**config.mk**
```make
export PLATFORM = sky130hd
export DESIGN_NAME = seg7_mux_n
export DESIGN_NICKNAME = d
export VERILOG_FILES = /design/src/rtl/seg7_mux_n.sv
export SDC_FILE = /design/constraint.sdc
export NUM_CORES = 1
export LEC_CHECK = 0
export ABC_CLOCK_PERIOD_IN_PS = 2780
export CAP_MARGIN = 15
export CORE_ASPECT_RATIO = 0.75
export CORE_MARGIN = 4
export CORE_UTILIZATION = 54
export CTS_CLUSTER_DIAMETER = 40
export DETAILED_ROUTE_END_ITERATION = 12
export GPL_TIMING_DRIVEN = 0
export PLACE_DENSITY = 0.79
export SLEW_MARGIN = 20
export SYNTH_ARGS = -nofsm -noshare
export SYNTH_HDL_FRONTEND = slang
export SYNTH_SLANG_ARGS = --single-unit
export TNS_END_PERCENT = 10
```
**constraint.sdc**
```tcl
create_clock -name clk_100MHz -period 2.78 [get_ports clk_100MHz]
set_clock_uncertainty 0.05 [all_clocks]
set_input_delay 0.278 -clock clk_100MHz [delete_from_list [all_inputs] [get_ports clk_100MHz]]
set_output_delay 0.278 -clock clk_100MHz [all_outputs]
set_load 0.1 [all_outputs]
```
**src/rtl/seg7_mux_n.sv**
```systemverilog
// Time-multiplexed seven-segment driver for DIGITS common-anode digits.
// It provides hex decode, per-digit decimal points, leading-zero suppression, blinking and an anti-ghosting guard.
module seg7_mux_n #(
  parameter int DIGITS      = 4,
  parameter int REFRESH_DIV = 100_000,
  parameter int GUARD       = 16,
  parameter int BLINK_DIV   = 50_000_000
) (
  input  logic                  clk_100MHz,
  input  logic                  reset,
  input  logic [4*DIGITS-1:0]   digits,
  input  logic [DIGITS-1:0]     dp_in,
  input  logic                  blank_lz,
  input  logic [DIGITS-1:0]     blink_mask,
  output logic [0:6]            seg,
  output logic                  dp,
  output logic [DIGITS-1:0]     an
);

  localparam int RW = (REFRESH_DIV > 1) ? $clog2(REFRESH_DIV) : 1;
  localparam int BW = (BLINK_DIV > 1) ? $clog2(BLINK_DIV) : 1;
  localparam int SW = (DIGITS > 1) ? $clog2(DIGITS) : 1;
  localparam logic [RW-1:0] R_LAST = RW'(REFRESH_DIV - 1);
  localparam logic [BW-1:0] B_LAST = BW'(BLINK_DIV - 1);
  localparam logic [SW-1:0] S_LAST = SW'(DIGITS - 1);

  logic [RW-1:0]     rcnt_r;
  logic [SW-1:0]     s_r;
  logic [BW-1:0]     bcnt_r;
  logic              phase_r;
  logic [DIGITS-1:0] sel_s;
  logic [DIGITS-1:0] nzd_s;
  logic [DIGITS-1:0] lz_s;
  logic [3:0]        nib_s;
  logic              dpi_s;
  logic              guard_s;
  logic              blank_s;

  function automatic logic [6:0] hex_to_seg(input logic [3:0] nib);
    case (nib)
      4'h0:    hex_to_seg = 7'b0000001;
      4'h1:    hex_to_seg = 7'b1001111;
      4'h2:    hex_to_seg = 7'b0010010;
      4'h3:    hex_to_seg = 7'b0000110;
      4'h4:    hex_to_seg = 7'b1001100;
      4'h5:    hex_to_seg = 7'b0100100;
      4'h6:    hex_to_seg = 7'b0100000;
      4'h7:    hex_to_seg = 7'b0001111;
      4'h8:    hex_to_seg = 7'b0000000;
      4'h9:    hex_to_seg = 7'b0000100;
      4'hA:    hex_to_seg = 7'b0001000;
      4'hB:    hex_to_seg = 7'b1100000;
      4'hC:    hex_to_seg = 7'b0110001;
      4'hD:    hex_to_seg = 7'b1000010;
      4'hE:    hex_to_seg = 7'b0110000;
      4'hF:    hex_to_seg = 7'b0111000;
      default: hex_to_seg = 7'b1111111;
    endcase
  endfunction

  generate
    if (GUARD > 0) begin : g_guard
      assign guard_s = (rcnt_r < RW'(GUARD));
    end else begin : g_no_guard
      assign guard_s = 1'b0;
    end
  endgenerate

  // Slot timing: refresh counter and scan index.
  always_ff @(posedge clk_100MHz) begin
    if (reset) begin
      rcnt_r <= '0;
      s_r    <= '0;
    end else if (rcnt_r == R_LAST) begin
      rcnt_r <= '0;
      s_r    <= (s_r == S_LAST) ? '0 : s_r + SW'(1);
    end else begin
      rcnt_r <= rcnt_r + RW'(1);
    end
  end

  // Free-running blink half-period counter and phase.
  always_ff @(posedge clk_100MHz) begin
    if (reset) begin
      bcnt_r  <= '0;
      phase_r <= 1'b0;
    end else if (bcnt_r == B_LAST) begin
      bcnt_r  <= '0;
      phase_r <= ~phase_r;
    end else begin
      bcnt_r  <= bcnt_r + BW'(1);
    end
  end

  // Select the active digit and decide whether its slot stays dark.
  always_comb begin
    sel_s = DIGITS'(1) << s_r;
    nib_s = 4'h0;
    nzd_s = '0;
    lz_s  = '0;
    for (int i = 0; i < DIGITS; i++) begin
      nzd_s[i] = |digits[4*i +: 4];
      nib_s    = nib_s | (digits[4*i +: 4] & {4{sel_s[i]}});
    end
    // A digit is a leading zero when it and every digit above it are zero.
    for (int i = 1; i < DIGITS; i++) begin
      lz_s[i] = blank_lz & ~(|(nzd_s >> i));
    end
    dpi_s   = |(dp_in & sel_s);
    blank_s = guard_s | (|(lz_s & sel_s)) | (phase_r & (|(blink_mask & sel_s)));
  end

  // Registered pin drivers.
  always_ff @(posedge clk_100MHz) begin
    if (reset) begin
      an  <= {DIGITS{1'b1}};
      seg <= 7'b1111111;
      dp  <= 1'b1;
    end else if (blank_s) begin
      an  <= {DIGITS{1'b1}};
      seg <= 7'b1111111;
      dp  <= 1'b1;
    end else begin
      an  <= ~sel_s;
      seg <= hex_to_seg(nib_s);
      dp  <= ~dpi_s;
    end
  end

endmodule

```
* Yosys cells after proc, flatten, opt, wreduce, memory -nomap -nowiden
Memory sizes are Yosys's and may differ from the RTL's. A register that Yosys moved wholly into a read port is not among the register bits.
Index checks and enable logic that the tools add are counted.
** Storage, ports and cells
- Bits in writable memories :: 0
- Logic and storage cells :: 47
- Bits in latches :: 0
- Bits in registers :: 51
- Bits of input ports :: 27
- ROM bits :: 112
- Output and inout port bits :: 12
- Memories kept :: 1
** Cells by class
- Eq/ne operators :: 3
- Shift operators :: 1
- $mul :: 0
- Mux-type cells :: 1
- Reduce and logical (&&, ||, !) cells :: 9
- Bitwise gates (word level) :: 22
- Divide/modulo/power cells :: 0
- Order comparisons :: 1
- Add/subtract/negate cells :: 3
** Memories
- (no name shown) :: depth 16, bits a word 7, read ports 1, clocked after Yosys merged registers in 1, wr ports 0, line 40 : case (nib)
** Operators with widths (count)
- $and A4 B4 Y4 :: 7
- $add A26 B1 Y26 const B :: 1
- $eq A26 B26 Y1 const B :: 1
- $add A17 B1 Y17 const B :: 1
- $eq A17 B17 Y1 const B :: 1
- $lt A17 B5 Y1 const B :: 1
- $reduce_or A4 Y1 :: 4
- $or A4 B4 Y4 :: 3
- $reduce_or A12 Y1 :: 1
- $reduce_or A8 Y1 :: 1
- $reduce_or A2 Y1 :: 3
- $not A1 Y1 :: 5
- $and A1 B1 Y1 :: 4
- $not A4 Y4 :: 1
- $shl A1 B2 Y4 const A :: 1
- $add A2 B1 Y2 const B :: 1
- $eq A2 B2 Y1 const B :: 1
- $mux W2 :: 1
- $or A1 B1 Y1 :: 2

* Logic depth before layout (Yosys ltp)
Gate-level depths: netlist (run 1).
- Depth in word-level cells :: 8
- Mapped depth :: 10
- Mapped depth without buffers :: 9

* Worst setup path after synthesis (run 1)
No wires, ideal clock.
- Kind :: reg2reg
- Start :: register s_r[0]
- End :: register seg[0] (netlist name)
- Setup slack :: 299 ps
- Data required time :: 2593 ps
- Stages on the path, launching flop included :: 11
- Setup time :: 137 ps
- Clock period less this slack :: 2481 ps
- Arrival :: 2294 ps
- Buffers on the path :: 1
- Cell sequence :: dfxtp_1 -> inv_1 -> ha_1 -> clkbuf_1 -> a22o_1 -> a221oi_1 -> inv_1 -> ha_1 -> and2_1 -> a211oi_1 -> o21ai_0
** On the way
- Longest elaborated chain between the ends :: 6
- Elaborated cells between the ends (all ways) :: 16
- Classes of those cells :: shift (1); bitwise (12); reduce/logical (3)
** RTL lines
- start, declared :: line 28 : logic [SW-1:0] s_r;
- start signal, assigned :: line 76 : s_r <= (s_r == S_LAST) ? '0 : s_r + SW'(1);
- $shl A1 B2 Y4 (*) :: line 97 : sel_s = DIGITS'(1) << s_r;
- $and A4 B4 Y4 :: line 110 : blank_s = guard_s | (|(lz_s & sel_s)) | (phase_r & (|(blink_mask & sel_s)));
- $reduce_or A4 Y1 :: line 110
- $or A1 B1 Y1 / $and A1 B1 Y1 (equally long branches) :: line 110
- $or A1 B1 Y1 :: line 110
- $reduce_or A2 Y1 (no source line)
- end, declared :: line 15 : output logic [0:6] seg,
Mark *: on every way between the ends. The rest lies on a longest branch, timed or not.
A chain may end at the register's enable or synchronous reset.

* Worst setup path after layout (run 1)
- Start :: register s_r[0]
- End :: register seg[2] (netlist name)
Same word-level chain as after synthesis.

==> metrics, run 1 <==
final core occ about 70%; Port-buffer cells 37; crit share post-route between 90 and 100%; CP Launch Point s_r[0]$_SDFFE_PP0P_; startpoint class of the critical path register; I/O Pins 39; total number of vias 2348; initial antenna violation count 0; hpwl dp 4.26 mm; Worst R2R Setup Slack 0.18 ns; H-tree levels 3; multiplexer area fraction after synthesis 0.362%; die area 6340 um2; fin crit period 2.60 ns; FILL cells 381; cell mode on critical path clkbuf_1; Yosys warning total 0; critical path data arrival time ~2.7 ns; row count 22; mapped cell area 2760 um2; top cell type by total area after synthesis dfxtp_1; GRT overflow 0; first-pass GRT wire length 10.2 mm; Leak 0.00124 uW; CP Capture Type register; count of final setup violators 0; fmax 385 MHz; CTS tree yes; Sequential Area 1160 um2; Synth area leaders dfxtp_1 42%, xnor2_1 7.9%, nor2_1 7.5%, ha_1 5.0%, xor2_1 4.8%; Slowest-stage cell, CP dfxtp_1; area of the multi-input gates 1500 um2; total CTS buffers 9; Post-Synth Simple-Gate Area 26.9%; Rel. slew slack 33.8%; Crit path depth 9; core area 4930 um2; Tightest Hold Check Type input port to register; RePlAce Congestion 0.837; Via-to-Cell Ratio 5.42; Post-Synthesis Net Count 358; worst r2r dst seg[2]$_SDFF_PP1_; worst-case hold slack around 0.25 ns; Remaining DRCs 0; Die Ht between 60 and 70 um; number of hold buffers added after cts 0; vias in the first global route about 2100; CTS clk-pin slew, worst paths 0.07 ns; Synth top cells by count 58 x dfxtp_1, 55 x nor2_1, 34 x nand2_1; Max-Cap Viols 0; Clock Tree Buf Depth 2; Final Hold Viols 0; Buf+Inv Stages, Crit Path 3; Crit Path Class register to register; Starting DRT DRC Count ~140; Synth Area in Compound Gates 8.28%; most instantiated library cell after synthesis dfxtp_1; wire per inst 13.8 um; Placed Instances 417; Top delay family on crit path compound AO/OA/AOI/OAI gates; Sink Count 58; Max VDD drop 0.405 mV; Netlist cell types 40; First-pass DRT Iterations 4; initial core utilization 56.1%; Post-synth EDFFs 0; Worst Tran Pin Value around 0.99 ns; total power 1810 uW; WL final 5.99 mm; Final ANT Viol Nets 0; Post-synth ARST share 0%; XOR/XNOR Fraction of Synth Area 12.7%; outcome finished clean; Main synth FF type dfxtp_1; fin nets 406; synthesized flop and latch total 58; adder-cell share of the synthesized area 4.98%; worst skew pair latency around 0.34 ns; depth of the worst register-to-register path 9; setup bufs post-CTS 0; Setup WS pre-CTS -0.124 ns; Finished Layout Cells 433; main combinational cell family by area after synthesis simple AND/OR/NAND/NOR gates; Critical Path Sink seg[2]$_SDFF_PP1_; area grow syn2layout 24.9%; gr usage total 20.2%; pin count of the biggest net entering global routing 11; CP Cell Sequence inv_1, ha_1, clkbuf_1, a22oi_1, a21boi_0, a311oi_1, o21a_1, clkbuf_1, o221ai_1; worst-path fanout max 10; Crit path required time 2.92 ns; Die X 90.6 um; post-synthesis sequential area ratio 42.0%; ant diodes 0; RSZ-0062 raised after global routing yes; Max Slew Vio Count 0; setup slack after layout 0.179 ns; Power Density ~520 nW/um2; Critical R2R Launch s_r[0]$_SDFFE_PP0P_; slowest stage delay, CP 0.38 ns; top cell type's share of synthesized area approximately 42%; syn avg cell area 8.64 um2; cell count after synthesis 320; layout cells sized above 1 6.17%; CTS Root Cell clkbuf_8
through the flow:
step | area, um2 | TNS (ns)
final | 3450 | 0
after global routing | 3450 | -0.0308
after global placement | 3210 | -0.0568
after CTS | 3430 | 0
after floorplan | 2760 | 0
after detailed placement | 3210 | -0.237
registers in the layout, indices dropped and copies added, names as in the netlist:
name and cells:
an 4, bcnt_r 26, dp 1, phase_r 1, rcnt_r 17, s_r 2, seg 7
cells by family after synthesis:
logic type               count (synthesis)
multiplexers                             1
XOR/XNOR                                40
AND/OR/NAND/NOR                        156
buffers and inverters                   24
flip-flops                              58
AO/OA/AOI/OAI                           30
adder cells (fa/ha/maj)                 11
per-layer routing:
layer / track usage (%) / vias to the layer above / wire [um]
met5: 0 / - / 0
met4: 6.45 / 0 / 100
met3: 8.29 / 11 / 404
met2: 28.9 / 76 / 2550
met1: 27.4 / 1059 / 2930
li1: - / 1202 / -
where the power goes:
part | internal (uW) | total, uW | switching (uW)
registers | 839 | 845 | 6.83
clock network | 526 | 853 | 327
logic | 61.4 | 112 | 50.1
worst min path at each step:
stage / start / endpoint / slack, ns / cells past startpoint
6_report: reset / phase_r$_SDFFE_PP0P_ / 0.25 / 2
5_1_grt: reset / rcnt_r[2]$_SDFF_PP0_ / 0.28 / 2
4_1_cts: reset / phase_r$_SDFFE_PP0P_ / 0.25 / 2
3_5_place_dp: bcnt_r[0]$_SDFF_PP0_ / bcnt_r[0]$_SDFF_PP0_ / 0.38 / 1
3_3_place_gp: bcnt_r[0]$_SDFF_PP0_ / bcnt_r[0]$_SDFF_PP0_ / 0.37 / 1
2_1_floorplan: bcnt_r[0]$_SDFF_PP0_ / bcnt_r[0]$_SDFF_PP0_ / 0.36 / 1
placed cells by master, fill, tap and decap left out, drive strengths merged, types with 2 or more instances in the layout:
cell | netlist | routed
a21boi | 2 | 2
nand2 | 34 | 34
nor3 | 9 | 9
clkdlybuf4s50 | 0 | 37
nor2 | 55 | 55
dfxtp | 58 | 58
a22oi | 6 | 6
a221oi | 3 | 3
o211ai | 3 | 3
and4 | 6 | 6
nand4 | 7 | 7
inv | 10 | 10
a21oi | 2 | 2
a211oi | 2 | 2
buf | 4 | 4
o21a | 2 | 2
xnor2 | 25 | 25
a22o | 3 | 3
xor2 | 15 | 15
nand3 | 18 | 18
nor4 | 9 | 9
and3 | 7 | 7
clkinv | 0 | 2
ha | 11 | 11
bufinv | 0 | 2
and2 | 3 | 3
or2 | 2 | 2
clkbuf | 10 | 21
or4 | 3 | 3
o21ai | 2 | 2
layout make-up:
cell class	instances	area share, %
plain buffers	14	2.72
clock buffers	11	4.10
clock inverters	5	2.25
inverters	10	1.09
multi-input cells	238	43.3
flip-flops and latches	58	33.6
well taps	60	2.17
repair buffers	37	10.7
timing repair:
action / in CTS / in global routing
cloned: 0 / 0
setup endpoints to repair: 3 / 6
resized for setup: 1 / 2
Note: power is estimated with default switching activity, not from simulation.
==> run 2, diff against run 1 <==
CORE_ASPECT_RATIO = 1.75   (was 0.75)
==> run 2 against run 1 <==
Net effect: cell area down 0.18%; sequential power about the same; utilization decreased by 0.83 points; sequential cell count is the same; highest routed layer unchanged; final cell count is 1.6% lower; worst setup slack got worse by 0.028 ns; largest cell class unchanged; first-iteration DRC count decreased by 36%; critical endpoint is now seg[0]$_SDFF_PP1_; count of clock-buffer cells in the layout rose by 2.
==> metrics, run 2 (synthesis gave the netlist of run 1 again) <==
outcome finished clean; startpoint class of the critical path register; CTS Root Cell clkbuf_8; Comb pwr share 6.1% (about the same); FILL cells 385 (+1.0%); WHS Endpoint phase_r$_SDFFE_PP0P_; row count 34 (+55%); Max VDD drop 0.412 mV (+1.7%); CTS clk-pin slew, worst paths 0.07 ns (about the same); Power Density 532 nW/um2 (+1.5%); vias in the first global route 2412 (+13%); Max-Cap Viols 0 (unchanged); initial core utilization 55.5% (-0.56 points); RSZ-0062 raised after global routing yes; clock share of power 47.8% (+0.7 points); Remaining DRCs 0 (unchanged); ant diodes 0 (unchanged); depth of the worst register-to-register path 10 (+1); First-pass DRT Iterations 6 (+2); fmax 380 MHz (-1.1%); Starting DRT DRC Count 92 (-36%); Sequential Area 1160 um2 (unchanged); switching pwr 385 uW (+0.28%); Worst R2R Setup Slack 0.15 ns (-0.03 ns); I/O Pins 39 (unchanged); H-tree levels 3 (unchanged); Rel. slew slack 34.3% (+0.45 points); area grow syn2layout 24.7%; Largest Register bcnt_r; commonest non-fill, non-tap cell in the layout dfxtp_1; worst-case hold slack 0.218 ns (-0.0307 ns); wire per inst 14.7 um (+6.2%); Leak 0.00124 uW (+0.31%); Clock Tree Buf Depth 2 (unchanged); number of hold buffers added after cts 0 (unchanged); Final ANT Viol Nets 0 (unchanged); CTS tree yes; Hold Path Stages 2 (unchanged); Area after DPL 3200 um2 (-0.23%); Final Hold Viols 0 (unchanged); Max Slew Vio Count 0 (unchanged); initial antenna violation count 0 (unchanged); worst r2r dst seg[0]$_SDFF_PP1_; die area 6370 um2 (+0.52%); worst-path fanout max 8 (-2); Die X 62.1 um (-31%); Placed Instances 411 (-1.4%); Largest regs bcnt_r: 26 flops, rcnt_r: 17 flops, seg: 7 flops; Worst Tran Pin Value 0.983 ns (-0.00677 ns); Crit Path Class register to register; design area 3450 um2 (-0.18%); fin crit period 2.63 ns (+0.0282 ns); layout cells sized above 1 5.91% (-0.25 points); gr usage total 22.4% (+2.3 points); WL final 6.26 mm (+4.5%); worst skew pair latency 0.35 ns (about the same); commonest non-fill, non-tap cells in the layout 58 x dfxtp_1, 55 x nor2_1, 37 x clkdlybuf4s50_1; first-pass GRT wire length 10.5 mm (+2.4%); CP Capture Type register; Die Ht 103 um (+47%); Port-buffer cells 37 (unchanged); max reg flops 26 (unchanged); crit share post-route 94.6% (+1.0 points); total CTS buffers 9 (unchanged); Seq pwr share 46.1% (-0.6 points); fin nets 406 (unchanged); Sink Count 58 (unchanged); GRT overflow 0 (unchanged); critical path data arrival time 2.80 ns (+0.06 ns); Setup WS pre-CTS -0.156 ns (-0.0314 ns); hpwl dp 4.57 mm (+7.3%); count of final setup violators 0 (unchanged); Via-to-Cell Ratio 5.60 (+3.3%); setup slack after layout 0.151 ns (-0.0282 ns); Sw Ratio 21.0% (-0.23 points); Tightest Hold Check Type input port to register; pin count of the biggest net entering global routing 11 (unchanged); core area 4980 um2 (+1.0%); HP Start reset; RePlAce Congestion 0.988 (+18%); total number of vias 2387 (+1.7%); area of the multi-input gates 1500 um2 (unchanged); Crit path required time 2.95 ns (+0.03 ns); P_int 1450 uW (+1.7%); Critical R2R Launch s_r[0]$_SDFFE_PP0P_; Finished Layout Cells 426 (-1.6%)
[run 2: cell types whose count changed in the layout (fill, tap and decap cells not counted)]
cell	previous run	this run
clkbuf_2	0	1
clkbuf_8	10	11
clkinv_2	2	0
clkinvlp_4	1	0
[run 2: worst max-delay path by stage]
stage                        startpoint                 to  slack (ns)
CTS                 s_r[0]$_SDFFE_PP0P_  seg[0]$_SDFF_PP1_        0.05
floorplan           s_r[0]$_SDFFE_PP0P_  seg[0]$_SDFF_PP1_        0.30
global route        s_r[0]$_SDFFE_PP0P_  seg[0]$_SDFF_PP1_       -0.11
finish              s_r[0]$_SDFFE_PP0P_  seg[0]$_SDFF_PP1_        0.15
detailed placement  s_r[0]$_SDFFE_PP0P_  seg[0]$_SDFF_PP1_       -0.16
global placement    s_r[0]$_SDFFE_PP0P_  seg[0]$_SDFF_PP1_       -0.14
[run 2: through the flow]
| stage | setup TNS, ns | util, % | power [uW] |
|---|---|---|---|
| detailed placement | -0.249 | 64.3 | 971 |
| finish | 0 | 69.2 | 1830 |
| CTS | 0 | 69.0 | 1840 |
| global route | -0.238 | 69.2 | 1900 |
| floorplan | 0 | - | 918 |
| global placement | -0.203 | 64.3 | 969 |
[run 2: what timing repair did]
| action | CTS | global route |
|---|---|---|
| buffers inserted | 0 | 0 |
| cloned | 0 | 0 |
| resized for setup | 2 | 3 |
| setup endpoints to repair | 4 | 9 |
[run 2: layout make-up]
type	instances	share of cell area (%)
clock inverter	2	1.74
buffer	14	2.76
sequential	58	33.7
timing repair buffer	37	10.7
tap	54	1.96
multi-input combinational	238	43.4
inverter	10	1.09
clock buffer	13	4.61
[run 2: layer usage]
metal  vias up  track usage (%)  share of wire, %  wire length (um)
li1       1193                -                 -                 -
met1      1107             21.0                36              2260
met2        68             40.5                56              3500
met3        19             7.39               4.7               293
met4         0             12.3               3.3               207
met5         -                0                 0                 0
[run 2: power groups by stage]
stage	clock [uW]	combinational, uW	sequential, uW
2_1_floorplan	0	55.7	862
3_3_place_gp	0	105	863
3_5_place_dp	0	107	864
4_1_cts	890	109	845
5_1_grt	932	121	846
6_report	877	111	846
[run 2: critical path, cell delays in order (launching register included)]
cell and delay, ns:
dfxtp_1 0.39, inv_1 0.11, ha_1 0.20, clkbuf_1 0.21
a22o_1 0.29, a221oi_4 0.31, inv_1 0.12, ha_1 0.26
and2_1 0.19, a211oi_1 0.24, o21ai_0 0.14
==> run 3, diff against run 2 <==
ABC_CLOCK_PERIOD_IN_PS = 2900   (was 2780)
clock period = 2.9 ns   (was 2.78 ns; I/O delays follow)
==> run 3 against run 2 <==
Net effect: first-iteration DRC count increased by 74%; global-route usage about the same; critical path depth unchanged; worst hold slack improved by 0.011 ns; combinational power decreased by 4%; via count increased by 0.13%; total power decreased by 4.0%; critical endpoint unchanged.
==> metrics, run 3 (synthesis gave the netlist of run 1 again) <==
worst r2r dst seg[0]$_SDFF_PP1_; FILL cells 386 (+0.26%); Leak 0.00124 uW (unchanged); max reg flops 26 (unchanged); GRT overflow 0 (unchanged); worst skew pair latency 0.35 ns (about the same); Max Slew Vio Count 0 (unchanged); Sink Count 58 (unchanged); CTS Root Cell clkbuf_8; Worst Tran Pin Value 0.983 ns (+0.0000816 ns); Sequential Area 1160 um2 (unchanged); I/O Pins 39 (unchanged); Largest Register bcnt_r; Port-buffer cells 37 (unchanged); Tightest Hold Check Type input port to register; CP Capture Type register; Critical R2R Launch s_r[0]$_SDFFE_PP0P_; Area after DPL 3200 um2 (unchanged); pin count of the biggest net entering global routing 11 (unchanged); outcome finished clean; vias in the first global route 2394 (-0.75%); RSZ-0062 raised after global routing no; Crit Path Class register to register; startpoint class of the critical path register; crit share post-route 90.6% (-4.0 points); core area 4980 um2 (unchanged); commonest non-fill, non-tap cell in the layout dfxtp_1; HP Start reset; CTS tree yes; Crit path required time 3.07 ns (+0.12 ns); setup slack after layout 0.274 ns (+0.123 ns); Worst R2R Setup Slack 0.27 ns (+0.12 ns); Largest regs bcnt_r: 26 flops, rcnt_r: 17 flops, seg: 7 flops; Final Hold Viols 0 (unchanged); fin crit period 2.63 ns (-0.00276 ns); Placed Instances 411 (unchanged); total number of vias 2390 (+0.13%); design area 3450 um2 (unchanged); fmax 381 MHz (+0.11%); Die Ht 103 um (unchanged); Finished Layout Cells 426 (unchanged); WHS Endpoint phase_r$_SDFFE_PP0P_; Max VDD drop 0.467 mV (+13%); area grow syn2layout 24.7% (unchanged); initial antenna violation count 0 (unchanged); Hold Path Stages 2 (unchanged); Remaining DRCs 0 (unchanged); fin nets 406 (unchanged); Final ANT Viol Nets 0 (unchanged); worst-path fanout max 8 (unchanged); Setup WS pre-CTS -0.0355 ns (+0.120 ns); ant diodes 0 (unchanged); Max-Cap Viols 0 (unchanged); setup bufs post-CTS 0 (unchanged); die area 6370 um2 (unchanged); row count 34 (unchanged); depth of the worst register-to-register path 10 (unchanged); Die X 62.1 um (unchanged); Starting DRT DRC Count 160 (+74%); final core occ 69.2% (unchanged); H-tree levels 3 (unchanged); CTS clk-pin slew, worst paths 0.07 ns (about the same); total CTS buffers 9 (unchanged); layout cells sized above 1 5.91% (unchanged); gr usage total 22.4% (-0.049 points); RePlAce Congestion 0.988 (unchanged); first-pass GRT wire length 10.4 mm (-0.27%); count of final setup violators 0 (unchanged); Power Density 511 nW/um2 (-4.0%); Rel. slew slack 34.3% (about the same); commonest non-fill, non-tap cells in the layout 58 x dfxtp_1, 55 x nor2_1, 37 x clkdlybuf4s50_1; critical path data arrival time 2.80 ns (about the same); wire per inst 14.7 um (about the same); Clock Tree Buf Depth 2 (unchanged); Via-to-Cell Ratio 5.61 (+0.13%); WL final 6.26 mm (about the same); area of the multi-input gates 1500 um2 (unchanged); initial core utilization 55.5% (unchanged); First-pass DRT Iterations 5 (-1); hpwl dp 4.57 mm (unchanged)
[run 3: cell counts in the layout (fill, tap and decap cells not counted)]
Identical to the previous run, type by type.
[run 3: final cells by class]
class,instances,area share (%)
well taps,54,1.96
clock buffers,13,4.61
repair buffers,37,10.7
flip-flops and latches,58,33.7
plain buffers,14,2.76
clock inverters,2,1.74
multi-input cells,238,43.4
inverters,10,1.09
[run 3: worst max-delay path, stage by stage (launching register included)]
cell,delay (ns)
dfxtp_1,0.39
inv_1,0.10
ha_1,0.20
clkbuf_1,0.21
a22o_1,0.29
a221oi_4,0.31
inv_1,0.12
ha_1,0.26
and2_1,0.19
a211oi_1,0.24
o21ai_0,0.14
[run 3: timing repair]
| item | CTS | global route |
|---|---|---|
| resized for setup | 1 | 4 |
| gates cloned | 0 | 0 |
| setup endpoints to repair | 2 | 5 |
| hold buffers | 0 | 0 |
[run 3: metal layers]
metal | vias to the layer above | global-route usage [%] | share of wire, %
li1 | 1194 | - | -
met4 | 0 | 11.6 | 3.1
met3 | 17 | 7.27 | 4.3
met5 | - | 0 | 0
met2 | 51 | 40.8 | 56
met1 | 1128 | 20.9 | 36
[run 3: report_power, final]
group | switching [uW] | total (uW) | leakage [uW] | internal [uW]
registers | 6.65 | 810 | 0.000469 | 804
clock network | 316 | 843 | 0.000110 | 527
logic | 48.2 | 107 | 0.000663 | 58.6
total | 371 | 1760 | 0.00124 | 1390
[run 3: how the worst max path moves through the flow]
stage | from | to
6_report | s_r[0]$_SDFFE_PP0P_ | seg[0]$_SDFF_PP1_
5_1_grt | s_r[0]$_SDFFE_PP0P_ | seg[0]$_SDFF_PP1_
4_1_cts | s_r[0]$_SDFFE_PP0P_ | seg[1]$_SDFF_PP1_
3_5_place_dp | s_r[0]$_SDFFE_PP0P_ | seg[0]$_SDFF_PP1_
3_3_place_gp | s_r[0]$_SDFFE_PP0P_ | seg[0]$_SDFF_PP1_
2_1_floorplan | s_r[0]$_SDFFE_PP0P_ | seg[0]$_SDFF_PP1_
[run 3: per-stage QoR]
step	setup TNS, ns	total power (uW)	hold WS [ns]
final	0	1760	0.229
after global routing	0	1820	0.244
after floorplan	0	880	0.360
after CTS	0	1770	0.221
after detailed placement	-0.0355	931	0.390
after global placement	-0.0207	928	0.370
